$ cat config.mk
export PLATFORM = sky130hd
export DESIGN_NAME = imem_boot_loader
export DESIGN_NICKNAME = d
export VERILOG_FILES = /design/src/rtl/imem_boot_loader.sv
export SDC_FILE = /design/constraint.sdc
export NUM_CORES = 1
export LEC_CHECK = 0
export CAP_MARGIN = 40
export CORE_ASPECT_RATIO = 0.75
export CORE_MARGIN = 4
export CORE_UTILIZATION = 39
export CTS_CLUSTER_SIZE = 40
export DETAILED_ROUTE_END_ITERATION = 12
export PLACE_DENSITY = 0.7
export SLEW_MARGIN = 10
export SYNTH_ARGS = -nofsm -noshare
export SYNTH_HDL_FRONTEND = slang
export SYNTH_SLANG_ARGS = --single-unit
export TNS_END_PERCENT = 30
$ cat constraint.sdc
create_clock -name clk -period 2.8 [get_ports clk]
set_input_delay 0.28 -clock clk [delete_from_list [all_inputs] [get_ports clk]]
set_output_delay 0.28 -clock clk [all_outputs]
set_load 0.02 [all_outputs]
$ cat src/rtl/imem_boot_loader.sv
// Boot-time loader: receives a length-prefixed, XOR-checksummed byte stream, writes
// little-endian words into instruction memory and holds the core in reset until verified.
module imem_boot_loader #(
  parameter int unsigned DEPTH = 256
) (
  input  logic        clk,
  input  logic        rst,
  input  logic        in_valid,
  input  logic [7:0]  in_data,
  output logic        in_ready,
  output logic        imem_we,
  output logic [31:0] imem_addr,
  output logic [31:0] imem_wdata,
  output logic        core_rst,
  output logic        done,
  output logic        err
);

  localparam int unsigned IDX_W   = 17;
  localparam logic [IDX_W-1:0] DEPTH_W = IDX_W'(DEPTH);

  typedef enum logic [2:0] {
    S_IDLE, S_LEN_HI, S_LOAD, S_WRITE, S_CHECK, S_DONE, S_ERR
  } state_e;

  state_e             state_q, state_d;
  logic [7:0]         len_lo_q, len_lo_d;
  logic [IDX_W-1:0]   len_q, len_d;
  logic [IDX_W-1:0]   word_idx_q, word_idx_d;
  logic [1:0]         byte_cnt_q, byte_cnt_d;
  logic [7:0]         xor_q, xor_d;
  logic [31:0]        wdata_q, wdata_d;
  logic               in_ready_q, in_ready_d;
  logic               imem_we_q, imem_we_d;
  logic [31:0]        imem_addr_q, imem_addr_d;
  logic [31:0]        imem_wdata_q, imem_wdata_d;
  logic               core_rst_q, core_rst_d;
  logic               done_q, done_d;
  logic               err_q, err_d;

  logic               xfer_c;
  logic [31:0]        word_c;
  logic [IDX_W-1:0]   n_c;
  logic [IDX_W-1:0]   idx_inc_c;

  assign xfer_c    = in_valid & in_ready_q;
  assign n_c       = {1'b0, in_data, len_lo_q};
  assign idx_inc_c = word_idx_q + IDX_W'(1);

  // Next-state, datapath and registered-output decode
  always_comb begin
    state_d      = state_q;
    len_lo_d     = len_lo_q;
    len_d        = len_q;
    word_idx_d   = word_idx_q;
    byte_cnt_d   = byte_cnt_q;
    xor_d        = xor_q;
    wdata_d      = wdata_q;
    imem_we_d    = 1'b0;
    imem_addr_d  = imem_addr_q;
    imem_wdata_d = imem_wdata_q;

    word_c = wdata_q;
    word_c[{byte_cnt_q, 3'b000} +: 8] = in_data;

    case (state_q)
      S_IDLE: begin
        if (xfer_c) begin
          len_lo_d = in_data;
          state_d  = S_LEN_HI;
        end
      end
      S_LEN_HI: begin
        if (xfer_c) begin
          len_d      = n_c;
          word_idx_d = '0;
          byte_cnt_d = '0;
          xor_d      = '0;
          wdata_d    = '0;
          if (n_c > DEPTH_W)      state_d = S_ERR;
          else if (n_c == '0)     state_d = S_CHECK;
          else                    state_d = S_LOAD;
        end
      end
      S_LOAD: begin
        if (xfer_c) begin
          wdata_d    = word_c;
          xor_d      = xor_q ^ in_data;
          byte_cnt_d = byte_cnt_q + 2'd1;
          if (byte_cnt_q == 2'd3) begin
            state_d      = S_WRITE;
            imem_we_d    = 1'b1;
            imem_addr_d  = 32'({word_idx_q, 2'b00});
            imem_wdata_d = word_c;
          end
        end
      end
      S_WRITE: begin
        word_idx_d = idx_inc_c;
        state_d    = (idx_inc_c == len_q) ? S_CHECK : S_LOAD;
      end
      S_CHECK: begin
        if (xfer_c) state_d = (in_data == xor_q) ? S_DONE : S_ERR;
      end
      S_DONE, S_ERR: state_d = state_q;
      default:       state_d = S_IDLE;
    endcase

    in_ready_d = (state_d == S_IDLE) || (state_d == S_LEN_HI) ||
                 (state_d == S_LOAD) || (state_d == S_CHECK);
    done_d     = (state_d == S_DONE);
    err_d      = (state_d == S_ERR);
    core_rst_d = (state_d != S_DONE);
  end

  always_ff @(posedge clk) begin
    if (rst) begin
      state_q      <= S_IDLE;
      len_lo_q     <= '0;
      len_q        <= '0;
      word_idx_q   <= '0;
      byte_cnt_q   <= '0;
      xor_q        <= '0;
      wdata_q      <= '0;
      in_ready_q   <= 1'b0;
      imem_we_q    <= 1'b0;
      imem_addr_q  <= '0;
      imem_wdata_q <= '0;
      core_rst_q   <= 1'b1;
      done_q       <= 1'b0;
      err_q        <= 1'b0;
    end else begin
      state_q      <= state_d;
      len_lo_q     <= len_lo_d;
      len_q        <= len_d;
      word_idx_q   <= word_idx_d;
      byte_cnt_q   <= byte_cnt_d;
      xor_q        <= xor_d;
      wdata_q      <= wdata_d;
      in_ready_q   <= in_ready_d;
      imem_we_q    <= imem_we_d;
      imem_addr_q  <= imem_addr_d;
      imem_wdata_q <= imem_wdata_d;
      core_rst_q   <= core_rst_d;
      done_q       <= done_d;
      err_q        <= err_d;
    end
  end

  assign in_ready   = in_ready_q;
  assign imem_we    = imem_we_q;
  assign imem_addr  = imem_addr_q;
  assign imem_wdata = imem_wdata_q;
  assign core_rst   = core_rst_q;
  assign done       = done_q;
  assign err        = err_q;

endmodule
==> impl_metrics.ini <==
[outcome]
status = finished, final reports clean

[clock_tree]
post_cts_buffers = 0
cts-htree-levels = 4
numCtsBuffers = 17
tritoncts = done
clkSinkCount = 140
clockRootBuffer = clkbuf_16
clock_path_buffers = 2
insertion_delay_ns = 0.43
hold_buffers = 0
clk_pin_slew_ns = 0.06
ctsResizeCount = 0

[hold_path]
hp-class = input pin to flip-flop

[power]
p_int_w = 0.00323
fin_total_pwr_w = 0.00433
pwr-share-comb_pct = 5.7
power_frac_clock_pct = 47.6
ir_worst_vdd_uv = 425
p_sw_share_pct = 25.5
p_leak_nw = 2.83
p_sw_w = 0.00111
power_density_nw_per_um2 = 539
p_seq_share_pct = 46.7

[floorplan]
die_h_um = 121
die_area_sq_um = 19100
core_area_sq_um = 16300
rows = 40
io_pins = 80
initial_core_util_pct = 40.5
die_x_um = 158

[placed_design]
pre_cts_ws_ns = 0.00797
gp_congestion = 0.917
place_inst = 1089
io_buffers = 64
dpl_cell_area_sq_um = 7490
place.detailed.hpwl_mm = 11.3

[flow_run]
drv_cap = 0

[yosys]
synth_cell_type_count = 53
yosysWarnings = 0
synth.avg_cell_area_sq_um = 7.81
syn_area_sq_um = 6610
netlist_instances = 847
ys_ff_latch = 140
seq_area_frac_synth_pct = 42.4

[route]
drc = 0
num_vias = 5966
drtIter0Drc = 563
drt-total-wl_mm = 17.1
detail_route.vias_per_cell = 5.32
routedWlPerCell_um = 15.3
ant_nets = 0
dr.pass1.iters = 5

[global_route]
grt_pass1_vias = 5280
grt_overflow_total = 0
grt_pass1_wl_mm = 27.7
track_usage_pct = 18.0
grt_max_degree = 137
antenna_found_initial = 0

[critical_path]
critPathMaxFanout = 7
end_kind = flip-flop
worstSetupPathType = flip-flop to flip-flop
start_kind = flip-flop
crit_required_ns = 3.10
cp.arrival_ns = 3.00

[sta]
setup_viol = 0
skew_ns = 0.0133
slew_viol_final = 0
slew_headroom_pct = 36.1
whs_ns = 0.274
rsz0062_at_grt = yes
hold_viol = 0
fin_crit_ns = 2.70
setup_ws_ns = 0.0975
finalCritPeriodShare_pct = 96.5
tightest_slew_ns = 0.951
fmax_ghz = 0.370

[final_layout]
area_delta_synth_final_pct = 21.6
nets = 916
n_antenna_cell = 0
layout-drive-gt1-share_pct = 9.99
final_area_sq_um = 8040
fin_cells = 1121
==> layout make-up <==
| type | instances | area (sq um) |
|---|---|---|
| Inverter | 7 | 26.3 |
| Clock inverter | 15 | 111 |
| Sequential cell | 140 | 2810 |
| Fill cell | 1558 | 8270 |
| Clock buffer | 17 | 425 |
| Multi-Input combinational cell | 632 | 3480 |
| Tap cell | 210 | 263 |
| Timing Repair Buffer | 100 | 933 |
==> synth_stat cells (all sizes together) <==
library cell  instances  area [sq um]
nor2                151           567
dfxtp               140          2800
nand2               106           398
a21oi                90           450
clkbuf               57           214
a31oi                39           244
a211oi               35           268
nor2b                34           213
o21ai                26           130
buf                  25           171
xor2                 17           149
nor3                 14          70.1
xnor2                14           123
nor4                 12           109
nand3                10          62.6
mux2i                 9          90.1
nand4                 8          71.3
ha                    7          87.6
inv                   7          26.3
and3                  5          41.3
or3                   5          36.3
a22oi                 4          30.0
nand2b                4          25.0
nor4b                 4          35.0
or4                   4          33.8
a311oi                2          17.5
and2                  2          12.5
mux2                  2          22.5
a211o                 1          8.76
and3b                 1          8.76
and4                  1          8.76
conb                  1          3.75
nand3b                1          7.51
nor3b                 1          7.51
nor4bb                1          10.0
o221ai                1          8.76
o22ai                 1          6.26
o311a                 1          10.0
o31ai                 1          7.51
o32ai                 1          8.76
or2                   1          6.26
or4b                  1          10.0
==> placed cells by master, fill, tap and decap left out, types with 6 or more instances in the layout <==
cell type,Yosys,layout
clkdlybuf4s50_1,0,63
a31oi_1,39,38
xor2_1,17,17
buf_4,16,35
inv_6,0,6
nand2_1,106,105
mux2i_1,9,9
nor2b_1,34,34
nor3_1,14,14
a21oi_1,90,90
nand4_1,6,6
nand3_1,9,9
inv_1,7,7
nor4_1,8,8
nor2_1,151,150
a211oi_1,34,34
ha_1,7,7
clkbuf_16,0,17
o21ai_0,26,26
dfxtp_1,140,136
xnor2_1,14,14
conb_1,1,15
==> worst max-delay path: stages (launching register included) <==
cell and delay [ns]:
dfxtp_1 0.31, ha_1 0.28, and3_4 0.23, and3_4 0.19
o311a_1 0.33, a211o_1 0.27, nor4_4 0.32, a31oi_2 0.17
or4b_1 0.48
==> power groups by stage <==
stage / sequential (W) / combinational (W) / clock [W]
floorplan: 0.00206 / 0.000179 / 0
global placement: 0.00207 / 0.000238 / 0
detailed placement: 0.00207 / 0.000240 / 0
CTS: 0.00202 / 0.000241 / 0.00210
global route: 0.00202 / 0.000268 / 0.00219
finish: 0.00202 / 0.000246 / 0.00206
==> logic make-up after synthesis <==
| kind of cell | share of synthesized area, % |
|---|---|
| flops | 42.4 |
| compound gates | 18.0 |
| other cells | 0.0567 |
| simple gates | 26.2 |
| buf+inv | 6.23 |
| xor+xnor | 4.11 |
| fa+ha+maj | 1.32 |
| mux | 1.70 |
==> final timing paths <==
| kind | slack (ns) | from | end | depth (start not counted) |
|---|---|---|---|---|
| max | 0.1 | word_idx_q[0]$_SDFFE_PP0P_ | core_rst$_SDFF_PP1_ | 8 |
| min | 0.27 | rst | state_q[2]$_SDFF_PP0_ | 4 |
| max reg2reg | 0.1 | word_idx_q[0]$_SDFFE_PP0P_ | core_rst$_SDFF_PP1_ | 8 |
| min reg2reg | 0.45 | imem_addr[6]$_SDFFE_PP0P_ | imem_addr[6]$_SDFFE_PP0P_ | 2 |
==> state kept, by name, indices dropped and copies added (netlist names), 2 cells and up <==
name,cells
imem_wdata,32
wdata_q,32
imem_addr,17
word_idx_q,17
len_q,16
len_lo_q,8
xor_q,8
state_q,3
byte_cnt_q,2
==> stage by stage <==
step	TNS (ns)	util, %
after floorplan	0	-
after global placement	0	45.9
after detailed placement	0	45.9
after CTS	0	49.2
after global routing	-0.0816	49.3
final	0	49.3
==> per-layer routing <==
layer | GRT usage (%) | vias up | share of wire, %
li1 | - | 2989 | -
met5 | 0 | - | 0
met3 | 3.58 | 13 | 6.6
met2 | 24.9 | 192 | 41
met4 | 5.22 | 0 | 0.86
met1 | 27.9 | 2772 | 51
Note: power is estimated with default switching activity, not from simulation.
